File: config.mk
export PLATFORM = sky130hd
export DESIGN_NAME = assist_seq
export DESIGN_NICKNAME = d
export VERILOG_FILES = /design/src/rtl/assist_seq_pkg.sv /design/src/rtl/assist_seq_shared_mult.sv /design/src/rtl/assist_seq.sv
export SDC_FILE = /design/constraint.sdc
export NUM_CORES = 1
export LEC_CHECK = 0
export BUFFER_PORTS_ARGS = -buffer_cell sky130_fd_sc_hd__buf_2
export CAP_MARGIN = 20
export CORE_UTILIZATION = 65
export CTS_BUF_LIST = sky130_fd_sc_hd__clkbuf_8
export DETAILED_ROUTE_END_ITERATION = 8
export GPL_TIMING_DRIVEN = 0
export PLACE_DENSITY = 0.82
export SLEW_MARGIN = 10
export SYNTH_ARGS = -nofsm -noshare
export SYNTH_HDL_FRONTEND = slang
export SYNTH_HIERARCHICAL = 1
export SYNTH_SLANG_ARGS = --single-unit
File: constraint.sdc
create_clock -name clk -period 7.95 [get_ports clk]
set_input_delay 0.795 -clock clk [delete_from_list [all_inputs] [get_ports clk]]
set_output_delay 0.795 -clock clk [all_outputs]
set_load 0.01 [all_outputs]
File: src/rtl/assist_seq_pkg.sv
// assist_seq_pkg
//   Shared definitions for the assist sequencer: FSM state encoding,
//   operand and product widths, the result slice position and the
//   saturation value, plus the result-selection helper.
package assist_seq_pkg;

    typedef enum logic [2:0] {
        S_IDLE  = 3'd0,
        S_MUL_A = 3'd1,
        S_MUL_B = 3'd2,
        S_MUL_C = 3'd3,
        S_DONE  = 3'd4
    } state_t;

    localparam int INCLINE_W = 9;
    localparam int CADENCE_W = 6;
    localparam int TORQUE_W  = 12;
    localparam int SCALE_W   = 3;

    // One shared multiplier: both partial products fit in 15 bits.
    localparam int MUL_W  = 15;
    localparam int PROD_W = 30;

    // Result is prod[26:15]; anything set above bit 26 saturates.
    localparam int RES_LSB = 15;
    localparam int RES_MSB = 26;
    localparam int RES_W   = RES_MSB - RES_LSB + 1;

    localparam logic [RES_W-1:0] SAT_VAL = 12'hFFF;

    // prod_hi is prod[29:15]; the low 15 bits never affect the result.
    function automatic logic [RES_W-1:0] assist_result(
        input logic                    not_ped,
        input logic [PROD_W-RES_LSB-1:0] prod_hi
    );
        logic [RES_W-1:0] res;
        if (not_ped) begin
            res = '0;
        end else if (prod_hi[PROD_W-RES_LSB-1:RES_W] != '0) begin
            res = SAT_VAL;
        end else begin
            res = prod_hi[RES_W-1:0];
        end
        return res;
    endfunction

endpackage

File: src/rtl/assist_seq_shared_mult.sv
// shared_mult
//   Combinational 15x15 -> 30-bit unsigned multiplier shared by all
//   product steps of the assist sequencer.
//   Ports:
//     a, b : 15-bit unsigned operands
//     p    : 30-bit unsigned product
module shared_mult
    import assist_seq_pkg::*;
(
    input  logic [MUL_W-1:0]  a,
    input  logic [MUL_W-1:0]  b,
    output logic [PROD_W-1:0] p
);

    assign p = PROD_W'(a) * PROD_W'(b);

endmodule

File: src/rtl/assist_seq.sv
// assist_seq
//   Computes a motor current target as
//     (incline_lim*cadence_factor) * (torque_pos*scale), slice [26:15],
//   saturating to 0xFFF and forced to 0 when not pedaling. One shared
//   multiplier is reused over three FSM steps.
//
//   Handshake: a trigger (start, or the internal periodic tick) is taken
//   only on a rising edge where the FSM is IDLE; triggers at any other
//   time are dropped, never queued. done pulses for one cycle on the
//   cycle target_curr takes its new value; target_curr holds otherwise.
//
//   Ports:
//     clk, rst_n      : clock, asynchronous active-low reset
//     start           : request one computation (sampled in IDLE)
//     auto_en         : enable periodic trigger every PERIOD cycles
//     incline_lim     : 9-bit unsigned operand
//     cadence_factor  : 6-bit unsigned operand
//     torque_pos      : 12-bit unsigned operand
//     scale           : 3-bit unsigned operand
//     not_pedaling    : forces a zero result when captured high
//     busy            : computation in progress
//     done            : one-cycle result strobe
//     target_curr     : 12-bit result, held between updates
module assist_seq
    import assist_seq_pkg::*;
#(
    parameter int PERIOD = 1024
) (
    input  logic                 clk,
    input  logic                 rst_n,
    input  logic                 start,
    input  logic                 auto_en,
    input  logic [INCLINE_W-1:0] incline_lim,
    input  logic [CADENCE_W-1:0] cadence_factor,
    input  logic [TORQUE_W-1:0]  torque_pos,
    input  logic [SCALE_W-1:0]   scale,
    input  logic                 not_pedaling,
    output logic                 busy,
    output logic                 done,
    output logic [RES_W-1:0]     target_curr
);

    localparam logic [15:0] CNT_LAST = 16'(PERIOD - 1);

    state_t state;
    state_t state_next;

    logic [15:0]          tick_cnt;
    logic                 auto_tick;
    logic                 trigger;

    logic [INCLINE_W-1:0] cap_incline;
    logic [CADENCE_W-1:0] cap_cadence;
    logic [TORQUE_W-1:0]  cap_torque;
    logic [SCALE_W-1:0]   cap_scale;
    logic                 cap_not_ped;

    logic [MUL_W-1:0]     pa;
    logic [MUL_W-1:0]     pb;
    logic [PROD_W-1:0]    prod;

    logic [MUL_W-1:0]     mul_a;
    logic [MUL_W-1:0]     mul_b;
    logic [PROD_W-1:0]    mul_p;
    logic [RES_W-1:0]     result;

    // Low product bits sit below the result slice and are intentionally
    // discarded.
    logic                 unused_prod_lsbs;
    assign unused_prod_lsbs = ^prod[RES_LSB-1:0];

    // ------------------------------------------------------------------
    // Periodic trigger: counts 0..PERIOD-1 while enabled, ticks on the
    // cycle the counter wraps back to 0.
    // ------------------------------------------------------------------
    always_ff @(posedge clk or negedge rst_n) begin
        if (!rst_n) begin
            tick_cnt <= '0;
        end else if (!auto_en) begin
            tick_cnt <= '0;
        end else if (tick_cnt == CNT_LAST) begin
            tick_cnt <= '0;
        end else begin
            tick_cnt <= tick_cnt + 16'd1;
        end
    end

    assign auto_tick = auto_en && (tick_cnt == CNT_LAST);
    assign trigger   = start || auto_tick;

    // ------------------------------------------------------------------
    // FSM
    // ------------------------------------------------------------------
    always_ff @(posedge clk or negedge rst_n) begin
        if (!rst_n) begin
            state <= S_IDLE;
        end else begin
            state <= state_next;
        end
    end

    always_comb begin
        state_next = state;
        case (state)
            S_IDLE:  if (trigger) state_next = S_MUL_A;
            S_MUL_A: state_next = S_MUL_B;
            S_MUL_B: state_next = S_MUL_C;
            S_MUL_C: state_next = S_DONE;
            S_DONE:  state_next = S_IDLE;
            default: state_next = S_IDLE;
        endcase
    end

    assign busy = (state != S_IDLE);

    // ------------------------------------------------------------------
    // Operand mux in front of the single multiplier
    // ------------------------------------------------------------------
    always_comb begin
        mul_a = '0;
        mul_b = '0;
        case (state)
            S_MUL_A: begin
                mul_a = MUL_W'(cap_incline);
                mul_b = MUL_W'(cap_cadence);
            end
            S_MUL_B: begin
                mul_a = MUL_W'(cap_torque);
                mul_b = MUL_W'(cap_scale);
            end
            S_MUL_C: begin
                mul_a = pa;
                mul_b = pb;
            end
            default: begin
                mul_a = '0;
                mul_b = '0;
            end
        endcase
    end

    shared_mult u_mult (
        .a (mul_a),
        .b (mul_b),
        .p (mul_p)
    );

    assign result = assist_result(cap_not_ped, prod[PROD_W-1:RES_LSB]);

    // ------------------------------------------------------------------
    // Datapath registers
    // ------------------------------------------------------------------
    always_ff @(posedge clk or negedge rst_n) begin
        if (!rst_n) begin
            cap_incline <= '0;
            cap_cadence <= '0;
            cap_torque  <= '0;
            cap_scale   <= '0;
            cap_not_ped <= 1'b0;
            pa          <= '0;
            pb          <= '0;
            prod        <= '0;
            target_curr <= '0;
            done        <= 1'b0;
        end else begin
            done <= 1'b0;
            case (state)
                S_IDLE: begin
                    if (trigger) begin
                        cap_incline <= incline_lim;
                        cap_cadence <= cadence_factor;
                        cap_torque  <= torque_pos;
                        cap_scale   <= scale;
                        cap_not_ped <= not_pedaling;
                    end
                end
                // Both partial products are at most 15 bits wide.
                S_MUL_A: pa   <= mul_p[MUL_W-1:0];
                S_MUL_B: pb   <= mul_p[MUL_W-1:0];
                S_MUL_C: prod <= mul_p;
                S_DONE: begin
                    target_curr <= result;
                    done        <= 1'b1;
                end
                default: ;
            endcase
        end
    end

endmodule

==> results.ini <==
[synth]
synth.distinct_cells=61
synth_ff_type=dfrtp_1
ys_ff_latch=108
synth_xor_area_frac=0.0286
syn_inst=1247
synthAdderAreaFrac=0.361
synthSimpleGateAreaFrac=0.164
yosysWarnings=6
synth_fp_nets=1544
avgSynthCellArea_sq_um=10.1
synthTopCellsByArea=fa_1 27%, dfrtp_1 22%, ha_1 9.5%
synth.largest_area_cell=fa_1
synth_top_family_by_area=adder cells
synth_compound_area_frac=0.0610
synthMuxAreaShare=0.0878
synth_edf_count=0
async_flop_share=1.00
synth_area_sq_um=12600
yosysSeqAreaShare=0.215
yosys.area.top_type_share=0.266

[power]
power_uw=3390
power_density_nw_per_um2=253
power_frac_clock=0.097
p_sw_uw=1660
peakVddDrop_uv=199
seq_power_share=0.246
p_comb_frac=0.656
power.internal_uw=1740
power.leakage_uw=0.00704
swShare=0.489

[setup_path]
cp-end-kind=flop
cp.required_ns=8.23
cp_top_family=adder cells
critPathKind=reg -> reg
cp_data_arrival_time_ns=7.89
cp_max_fo=10
cp_slowest_cell=fa_1
cp_num_buf_inv=9
cp_slowest_stage_delay_ns=0.54
critPathLaunchType=flop

[clock_tree]
holdBufCountCts=0
clk_pin_slew_ns=0.11
clk_latency_ns=0.39
cts_tree=yes
ctsHtreeMaxLevel=3
cts_made_buffers=9
cts.root.buffer_cell=clkbuf_8
cts.sink_count=108
cts_buffer_depth=2

[route]
wl_um=30100
post_drt_wl_per_cell_um=19.1
vias=9053
firstDrtPassIters=5
drt_iter0_drc=633
viasPerCell=5.75
ant_nets=0
drc=0

[sta]
fmax_mhz=132
min_period_ns=7.60
slew_violations=0
finalSetupViolCount=0
rsz0062_at_grt=no
post-route-period-util=0.956
tightest_slew_ns=0.812
skew_ns=0.0137
hold_viol=0
fin_ws_ns=0.346
slew_headroom=0.457

[floorplanning]
ioPinCount=49
fp.dieH_um=141
fp.coreArea_sq_um=18800
start_util=0.667
die_area_sq_um=19900
chipWidth_um=141
rows=50

[final_layout]
finalInstanceArea_sq_um=13400
drive_gt1_frac=0.170
final_cells=1575
synthToLayoutAreaGrowth_pct=6.91
fin_util=0.713
final_common_cell=inv_1
final_cell_mix=202 x inv_1, 167 x fa_1, 149 x and2_1
fin_nets=1606

[placement]
dp_hpwl_um=24100
place.gp.congestion=0.932
post-place-ws_ns=-0.173
io_buffers=48
dp_cells=1556
placed_cell_area_sq_um=13200

[min_path]
hold_class=in -> async

[grt]
antenna_found_initial=1
grtUsageTotal=0.326
grt_pass1_vias=9643
grt_max_degree=92
grt_pass1_wl_um=49300
grt.overflow.total=0

[run]
drv_cap=0

[outcome]
status=complete, no violations

-- final timing paths --
| kind | start | end | slack, ns | cells after the start |
|---|---|---|---|---|
| max in group asynchronous | rst_n | cap_cadence[0] | 7.01 | 2 |
| min reg2reg | target_curr[4] | target_curr[4] | 0.50 | 2 |
| min in group clk | target_curr[4] | target_curr[4] | 0.50 | 2 |
| max | state[1] | prod[28] | 0.35 | 28 |
| max reg2reg | state[1] | prod[28] | 0.35 | 28 |
| min | rst_n | cap_incline[2] | 0.23 | 1 |
-- area by class of cell --
cell class	instances	area [sq um]
plain buffers	55	315
clock buffers	9	124
inverters	201	754
well taps	260	325
diodes	1	2.50
fillers	1385	5400
multi-input cells	883	8850
clock inverters	7	66.3
flip-flops and latches	108	2700
repair buffers	51	289
-- layer usage --
layer | track usage | up-vias | wire [um]
li1 | - | 4067 | -
met1 | 0.440 | 4556 | 12400
met2 | 0.520 | 374 | 14400
met3 | 0.0788 | 56 | 2490
met4 | 0.109 | 0 | 806
met5 | 0 | - | 0
-- synth_stat cells (all sizes together), types with 2 or more instances --
cell       n
a211oi     3
a21o      13
a21oi     27
a22o       6
a22oi     12
a311oi     2
a31oi      6
and2     151
and3       5
and4       3
buf       18
clkbuf    37
dfrtp    108
fa       167
ha        95
inv      201
mux2      88
nand2    119
nand2b     3
nand3     13
nand4     10
nor2      58
nor2b      2
nor3       7
nor3b      4
nor4       6
o211ai     2
o21a       2
o21ai     14
o2bb2ai    2
o31ai     12
or3        3
xnor2     26
xor2      15
-- kinds of logic (layout without fill, tap and decap cells) --
group | after synthesis | in the layout
AOI/OAI and AO/OA | 106 | 106
xor gates and xnor gates | 41 | 41
adders and majority gates | 262 | 262
buffers and inverters | 256 | 323
DFF | 108 | 108
muxes | 88 | 88
other | 0 | 1
and+or+nand+nor | 386 | 386
-- power groups by stage --
stage	Combinational, uW	Clock [uW]	Sequential [uW]
finish	2230	330	836
global route	2420	363	850
detailed placement	2130	0	839
floorplan	1500	0	807
global placement	2050	0	830
CTS	2160	337	832
-- timing repair --
action	CTS	global route
pin swaps	0	1
endpoints found under the setup margin	4	12
resized for setup	7	49
setup buffers	0	2
-- stage by stage --
step / hold slack, ns / TNS [ns]
6_report: 0.225 / 0
5_1_grt: 0.210 / 0
4_1_cts: 0.214 / 0
3_5_place_dp: 0.465 / -0.377
3_3_place_gp: 0.464 / 0
2_1_floorplan: 0.472 / 0
-- state kept, by name (all words and copies together) (netlist names), 6 cells and up --
signal,count
tick_cnt,16
pa,15
pb,15
prod,15
cap_torque,12
target_curr,12
cap_incline,9
cap_cadence,6
Power figures use the tool's default switching activity.
